===== config.mk =====
export PLATFORM = sky130hd
export DESIGN_NAME = nyq_ctrl
export DESIGN_NICKNAME = d
export VERILOG_FILES = /design/src/rtl/nyq_pkg.sv /design/src/rtl/nyq_phase_cnt.sv /design/src/rtl/nyq_ctrl.sv
export SDC_FILE = /design/constraint.sdc
export NUM_CORES = 1
export LEC_CHECK = 0
export ABC_AREA = 0
export CORE_MARGIN = 4
export CORE_UTILIZATION = 47
export CTS_CLUSTER_SIZE = 14
export DETAILED_ROUTE_END_ITERATION = 10
export GPL_ROUTABILITY_DRIVEN = 0
export GPL_TIMING_DRIVEN = 0
export PLACE_DENSITY = 0.81
export REMOVE_ABC_BUFFERS = 1
export SLEW_MARGIN = 30
export SYNTH_ARGS = -nofsm -noshare
export SYNTH_HDL_FRONTEND = slang
export SYNTH_HIERARCHICAL = 1
export SYNTH_SLANG_ARGS = --single-unit

===== constraint.sdc =====
create_clock -name Clk_CI -period 1.9 [get_ports Clk_CI]
set_input_delay 0.38 -clock Clk_CI [delete_from_list [all_inputs] [get_ports Clk_CI]]
set_output_delay 0.38 -clock Clk_CI [all_outputs]
set_load 0.005 [all_outputs]

===== src/rtl/nyq_pkg.sv =====
// nyq_pkg: shared defaults and state encoding for the Nyquist decimator controller
package nyq_pkg;
    localparam int DECIM       = 8;
    localparam int NUM_MAC     = 4;
    localparam int CNT_WIDTH   = $clog2(DECIM);
    localparam int ADDR_WIDTH  = 9;
    localparam int FCNT_WIDTH  = 16;
    localparam int COEFF_COUNT = NUM_MAC * DECIM;

    typedef enum logic [1:0] {IDLE, LOAD, FLUSH, RUN} state_t;
endpackage


===== src/rtl/nyq_phase_cnt.sv =====
// nyq_phase_cnt: modulo-DECIM polyphase index counter with enable and synchronous clear
module nyq_phase_cnt #(
    parameter int DECIM     = nyq_pkg::DECIM,
    parameter int CNT_WIDTH = nyq_pkg::CNT_WIDTH
) (
    input  logic                 clk,
    input  logic                 rst_n,
    input  logic                 en,
    input  logic                 clr,
    output logic [CNT_WIDTH-1:0] phase,
    output logic                 wrap
);
    localparam logic [CNT_WIDTH-1:0] LAST = CNT_WIDTH'(DECIM - 1);

    assign wrap = en && phase == LAST;

    // clear wins over advance so an abort always restarts the frame at phase 0
    always_ff @(posedge clk or negedge rst_n)
        if (!rst_n) phase <= '0;
        else if (clr) phase <= '0;
        else if (en) phase <= wrap ? '0 : phase + 1'b1;
endmodule


===== src/rtl/nyq_ctrl.sv =====
// nyq_ctrl: coefficient-load gating, polyphase sequencing and MAC/output strobes for the NYQ block
module nyq_ctrl #(
    parameter int DECIM      = nyq_pkg::DECIM,
    parameter int NUM_MAC    = nyq_pkg::NUM_MAC,
    parameter int CNT_WIDTH  = nyq_pkg::CNT_WIDTH,
    parameter int ADDR_WIDTH = nyq_pkg::ADDR_WIDTH,
    parameter int FCNT_WIDTH = nyq_pkg::FCNT_WIDTH
) (
    input  logic                  Clk_CI,
    input  logic                  Rst_RBI,
    input  logic                  LoadFlag_DI,
    input  logic                  WrEn_SI,
    input  logic                  InValid_SI,
    output logic [CNT_WIDTH-1:0]  Phase_DO,
    output logic                  MacEn_SO,
    output logic                  MacClr_SO,
    output logic                  RegEn_SO,
    output logic                  Valid_DO,
    output logic                  Ready_DO,
    output logic                  LoadErr_DO,
    output logic [FCNT_WIDTH-1:0] FrameCnt_DO
);
    import nyq_pkg::*;

    localparam logic [ADDR_WIDTH:0] COEFF_CNT = (ADDR_WIDTH + 1)'(NUM_MAC * DECIM);

    state_t              state;
    logic [ADDR_WIDTH:0] ld_cnt;
    logic                run;
    logic                abort;
    logic                accept;
    logic                wrap;

    // a load request in RUN aborts the frame and drops any sample offered alongside it
    assign run       = state == RUN;
    assign abort     = run && LoadFlag_DI;
    assign accept    = run && InValid_SI && !LoadFlag_DI;
    assign MacEn_SO  = accept;
    assign MacClr_SO = accept && Phase_DO == '0;

    nyq_phase_cnt #(.DECIM(DECIM), .CNT_WIDTH(CNT_WIDTH)) u_phase (
        .clk   (Clk_CI),
        .rst_n (Rst_RBI),
        .en    (accept),
        .clr   (state == FLUSH || abort),
        .phase (Phase_DO),
        .wrap  (wrap)
    );

    // control FSM with load counter and the registered strobe pipeline
    always_ff @(posedge Clk_CI or negedge Rst_RBI) begin
        if (!Rst_RBI) begin
            state      <= IDLE;
            ld_cnt     <= '0;
            RegEn_SO   <= 1'b0;
            Valid_DO   <= 1'b0;
            Ready_DO   <= 1'b0;
            LoadErr_DO <= 1'b0;
        end else begin
            RegEn_SO <= wrap;
            Valid_DO <= RegEn_SO && !abort;
            case (state)
                IDLE: if (LoadFlag_DI) begin
                    state  <= LOAD;
                    ld_cnt <= '0;
                end
                LOAD: if (!LoadFlag_DI) begin
                    state      <= ld_cnt >= COEFF_CNT ? FLUSH : IDLE;
                    LoadErr_DO <= ld_cnt < COEFF_CNT;
                end else if (WrEn_SI && ld_cnt != '1) begin
                    ld_cnt <= ld_cnt + 1'b1;
                end
                FLUSH: begin
                    state    <= RUN;
                    Ready_DO <= 1'b1;
                end
                RUN: if (LoadFlag_DI) begin
                    state    <= LOAD;
                    ld_cnt   <= '0;
                    Ready_DO <= 1'b0;
                end
                default: state <= IDLE;
            endcase
        end
    end

    // count every output strobe, wrapping naturally at the counter width
    always_ff @(posedge Clk_CI or negedge Rst_RBI)
        if (!Rst_RBI) FrameCnt_DO <= '0;
        else if (Valid_DO) FrameCnt_DO <= FrameCnt_DO + 1'b1;
endmodule

==> impl_metrics.csv, run 1 <==
group,metric,value,unit
setup_path,crit_type,"reg -> out",
die,start_util,49.05,%
finish,drive_gt1_share,16.28,%
cts,clk_path_buf_depth,2,
synthesis,ys.flop_type,"dfrtp_1",
die,ios,30,
finish,layout.nets,227,
grt,antenna_found_initial,0,
grt,busiest_layer,"met2",
detailed_routing,ant_nets,0,
timing,final-setup-viol-count,1,
timing,setup_ws,-0.03909,ns
finish,final_common_cell,"dfrtp_1",
cts,path_clk_slew,0.07,ns
outcome,status,"finished, violations left",
detailed_routing,drcViolationCount,0,
detailed_routing,firstDrtPassIters,4,
finish,fin_util,65.67,%
setup_path,worstPathMaxFanout,4,
timing,worst_slew_pin_slew,0.4697,ns
detailed_routing,drt-vias-per-instance,5.513,
synthesis,ys_seq_area_share,48.41,%
die,coreArea,3689,µm²
synthesis,synth_edf_count,0,
detailed_routing,routed_wirelength,4075,µm
cts,clkLatencyLatePin,0.28,ns
placed_design,port_buffers,29,
timing,finalCriticalPeriod,1.939,ns
finish,n_antenna_cell,0,
run,cap_violations,0,
cts,clock-sinks,35,
timing,clock_skew,0.008908,ns
synthesis,yosys_warnings,6,
cts,cts_made_buffers,5,
power_and_ir_drop,p_total,2897,µW
timing,slew_headroom,68.40,%
grt,groute.usage.overall,17.41,%
detailed_routing,wire_per_inst,15.49,µm
cts,cts_root_buf,"clkbuf_8",
synthesis,ys_ff_latch,35,
power_and_ir_drop,p_leak,0.001080,µW
grt,grtUsageMet2,28.86,%
synthesis,async_reset_ff_share,100.0,%
detailed_routing,drt-initial-drc-count,100,
outcome,violations,"negative setup slack",
worst_hold_path,hp-class,"reg -> reg",
power_and_ir_drop,vdd_drop_max,0.9595,mV
setup_path,cp-start-kind,"flip-flop",
timing,finalMaxSlewViolations,0,
setup_path,end_kind,"primary output",
grt,grt-ovfl-total,0,
timing,max_freq,515.7,MHz
timing,finalCritPeriodShare,102.1,%
grt,use_met1,22.03,%
finish,nFillCells,313,
die,die_area,4906,µm²
die,die_w,70.05,µm
placed_design,dpl.hpwl,2645,µm
grt,grt_pass1_wl,6817,µm
finish,layout_common_cells,"dfrtp_1 (35), clkdlybuf4s50_1 (25), nand2_1 (15), nor2_1 (12), nand3_1 (12)",
setup_path,critPathRequiredTime,1.52,ns
synthesis,ys_types,46,
timing,rsz0062_at_grt,"true",
detailed_routing,vias,1450,
grt,grt_pass1_vias,1437,
grt,grt_max_degree,28,
synthesis,synthesis.area,1809,µm²
timing,hold_viol_final,0,
die,fp-row-count,22,
setup_path,critPathArrivalTime,1.56,ns
synthesis,synth_area_per_cell,10.58,µm²
timing,finalSetupTns,-0.03909,ns
cts,htreeDepth,2,
grt,use_met3,4.892,%
synthesis,syn_inst,171,
die,fp.dieH,70.05,µm
finish,area_growth,33.89,%
power_and_ir_drop,powerDensity,1196,nW/µm²
cts,tritoncts,"done",
cell usage after synthesis (all sizes together), types with 2 or more instances:
cell | count | area, µm²
buf | 2 | 16.26
o21ai | 6 | 30.02
nor4b | 2 | 17.52
o2bb2ai | 4 | 35.03
nand2 | 15 | 56.30
xor2 | 5 | 43.79
o31ai | 2 | 28.78
xnor2 | 10 | 87.58
o22a | 2 | 17.52
inv | 11 | 41.29
or3 | 2 | 17.52
nor3 | 3 | 15.01
nor2 | 12 | 45.04
a21oi | 2 | 10.01
nor4 | 2 | 12.51
ha | 8 | 100.1
mux2i | 3 | 30.03
and2 | 2 | 13.77
nand3 | 14 | 82.58
dfrtp | 35 | 875.8
nand4 | 5 | 37.53
or4 | 3 | 22.52
and3 | 4 | 25.02
a21o | 2 | 15.01
final cells by class:
class	instances	area (µm²)	area share, %
multi-input combinational	122	940.9	38.84
sequential	35	875.8	36.16
timing repair buffer	39	371.6	15.34
clock buffer	6	72.57	2.996
clock inverter	2	60.06	2.479
tap	48	60.06	2.479
inverter	11	41.29	1.705
per-stage QoR:
step	hold WS, ns	cell area [µm²]	instances	setup slack, ns
2_1_floorplan	0.08441	1789	168	-0.03357
3_3_place_gp	0.4595	2140	245	-0.6933
3_5_place_dp	0.2498	2155	246	-0.6919
4_1_cts	0.4788	2377	260	0.02527
5_1_grt	0.5004	2422	263	-0.1003
6_report	0.4711	2422	263	-0.03909
worst paths after layout:
path	start	cells after the start	to	slack [ns]
setup / recovery	state[0]	5	MacClr_SO	-0.04
hold / removal	FrameCnt_DO[15]	1	FrameCnt_DO[15]	0.47
max in group asynchronous	Rst_RBI	3	FrameCnt_DO[4]	1.02
hold reg to reg	FrameCnt_DO[15]	1	FrameCnt_DO[15]	0.47
setup reg to reg	state[0]	7	ld_cnt[3]	0.05
min in group asynchronous	Rst_RBI	2	FrameCnt_DO[8]	0.48
where the power goes:
group	switching (µW)	internal [µW]
combinational	519	522
sequential	191	873
clock	268	525
total	978	1920
timing repair:
item                       in CTS  in global routing
setup buffers                   5                  3
gates resized for setup        17                  5
hold endpoints to repair        8                  0
pin swaps                       1                  2
setup endpoints to repair      12                 11
hold buffers                    1                  0
worst max-delay path, stage by stage, from the launching register on:
cell and delay [ns]:
dfrtp_1 0.42, buf_6 0.13, ha_4 0.15, and3_4 0.20, nor4b_4 0.22, buf_2 0.16
flip-flops by register name (all words and copies together) (netlist names):
signal	flops
ld_cnt	10
Ready_DO	1
state	2
FrameCnt_DO	16
LoadErr_DO	1
Valid_DO	1
u_phase/phase	3
RegEn_SO	1
per-layer routing:
layer,up-vias,wire length (µm)
met5,-,0
met4,0,17
met3,2,203
met2,37,2120
met1,713,1734
li1,698,-
cell families after synthesis:
| kind of cell | synth area share (%) |
|---|---|
| AO/OA/AOI/OAI | 11.27 |
| XOR/XNOR | 7.261 |
| adder cells (fa/ha/maj) | 5.533 |
| buffers and inverters | 3.388 |
| flip-flops | 48.41 |
| multiplexers | 2.282 |
| AND/OR/NAND/NOR | 21.85 |
Note: power is estimated with default switching activity, not from simulation.
==> run 2: changes to the inputs <==
SLEW_MARGIN = unset   (was 30)
==> run 2 against run 1 <==
Effect of this change: the flow now finishes without violations; largest power group unchanged; non-clock buffer count fell by 7; fmax rose by 6.5%; sequential power barely moved; register-to-register slack improved by 0.03 ns; critical path depth did not move; worst setup slack improved by 0.12 ns; power fell by 4.1%; critical path type is now reg -> reg; die area did not move.
==> impl_metrics.csv, run 2 (same netlist as run 1, synthesis figures left out) <==
group,metric,value,unit
detailed_routing,vias,1395,
finish,final_common_cell,"dfrtp_1",
setup_path,rr_endpoint,"ld_cnt[2]",
detailed_routing,wl_met1,1723,µm
setup_path,crit_type,"reg -> reg",
outcome,status,"completed",
setup_path,cp-start-kind,"flip-flop",
worst_hold_path,hp-class,"in -> async",
finish,largest_reg_flops,16,
cts,clk_path_buf_depth,2,
setup_path,worstPathMaxFanout,14,
timing,finalCritPeriodShare,95.83,%
finish,drive_gt1_share,15.87,%
timing,hold_viol_final,0,
die,fp.dieH,70.05,µm
timing,finalCriticalPeriod,1.821,ns
detailed_routing,drcViolationCount,0,
detailed_routing,wire_per_inst,14.83,µm
setup_path,r2r_start,"state[0]",
die,ios,30,
finish,fin_area,2351,µm²
setup_path,end_kind,"flip-flop",
grt,grt_pass1_wl,6382,µm
finish,largest_registers,"FrameCnt_DO: 16 flops, ld_cnt: 10 flops, u_phase/phase: 3 flops",
setup_path,reg2reg_slack,0.08,ns
finish,regMostFlops,"FrameCnt_DO",
cts,htreeDepth,2,
placed_design,place_area,2135,µm²
setup_path,crit_chain,"inv_2, ha_4, buf_4, or4b_2, a2bb2oi_2",
run,cap_violations,0,
die,start_util,49.05,%
grt,antenna_found_initial,0,
grt,grt-ovfl-total,0,
setup_path,max_stage_delay,0.70,ns
timing,finalMaxSlewViolations,0,
timing,slew_headroom,47.94,%
grt,groute.usage.overall,15.92,%
placed_design,port_buffers,29,
setup_path,critPathArrivalTime,2.03,ns
timing,hold_ws,0.1850,ns
setup_path,critPathRequiredTime,2.11,ns
detailed_routing,wl_met3,152,µm
setup_path,r2r_cells,5,
detailed_routing,ant_nets,0,
finish,fin_cells,256,
finish,layout.nets,220,
placed_design,dpl.hpwl,2557,µm
cts,path_clk_slew,0.07,ns
detailed_routing,wl_met2,1886,µm
detailed_routing,routed.top_layer,"met4",
cts,clock-sinks,35,
cts,clkLatencyLatePin,0.27,ns
cts,tritoncts,"done",
finish,layout_common_cells,"dfrtp_1 (32), clkdlybuf4s50_1 (25), nand2_1 (15), nor2_1 (12), nand3_1 (12)",
finish,n_antenna_cell,0,
timing,clock_skew,0.006864,ns
timing,worst_slew_pin_slew,0.7809,ns
die,die_w,70.05,µm
die,die_area,4906,µm²
cts,cts_root_buf,"clkbuf_8",
die,coreArea,3689,µm²
finish,area_growth,29.94,%
power_and_ir_drop,p_leak,0.001035,µW
detailed_routing,drt-vias-per-instance,5.449,
placed_design,placed_cells,245,
detailed_routing,firstDrtPassIters,4,
timing,max_freq,549.2,MHz
timing,rsz0062_at_grt,"false",
grt,grt_pass1_vias,1367,
setup_path,crit_slowest_cell,"or4b_2",
cts,cts_hold_buf,0,
detailed_routing,drt-initial-drc-count,113,
power_and_ir_drop,powerDensity,1182,nW/µm²
timing,final-setup-viol-count,0,
detailed_routing,routed_wirelength,3797,µm
grt,grt_max_degree,36,
cts,cts_made_buffers,5,
power_and_ir_drop,vdd_drop_max,1.150,mV
die,fp-row-count,22,
## run 2: timing repair
item	CTS	global route
pin swaps	2	1
buffers inserted	3	0
gates resized for setup	18	6
setup endpoints to repair	12	9
## run 2: metal layers
metal	up-vias	global-route usage [%]
li1	680	-
met1	679	21.06
met2	34	26.02
met3	2	3.885
met4	0	4.255
met5	-	0
## run 2: power breakdown
part           internal (µW)  switching (µW)
Sequential               878             192
Clock                    525             254
Combinational            452             478
Total                   1850             924
## run 2: area by class of cell
class / instances / area [µm²]
inverter: 11 / 41.29
timing repair buffer: 32 / 300.3
tap: 48 / 60.06
multi-input combinational: 122 / 937.1
fill: 299 / 1338
sequential: 35 / 879.6
clock inverter: 2 / 60.06
clock buffer: 6 / 72.57
## run 2: critical path, delay by kind of cell, from the launching register on
family | cells | cell delay (ns)
AO/OA/AOI/OAI | 1 | 0.15
buffers and inverters | 2 | 0.26
adder cells (fa/ha/maj) | 1 | 0.19
flip-flops | 1 | 0.45
AND/OR/NAND/NOR | 1 | 0.70
## run 2: worst max path at each step
| stage | from | endpoint | cells past startpoint |
|---|---|---|---|
| floorplan | state[0] | ld_cnt[8] | 6 |
| global placement | LoadFlag_DI | MacClr_SO | 5 |
| detailed placement | LoadFlag_DI | MacClr_SO | 5 |
| CTS | state[0] | MacClr_SO | 4 |
| global route | state[0] | ld_cnt[2] | 5 |
| finish | state[0] | ld_cnt[2] | 5 |
## run 2: stage by stage
stage          util [%]   TNS, ns  setup WS (ns)  power (µW)
3_3_place_gp      58.01    -15.53        -0.6933        1806
4_1_cts           63.50         0        0.01219        2761
6_report          63.74         0        0.07931        2779
3_5_place_dp      57.87    -4.191        -0.6934        1849
5_1_grt           63.74         0        0.01070        2971
2_1_floorplan         -  -0.06492       -0.03357        1564
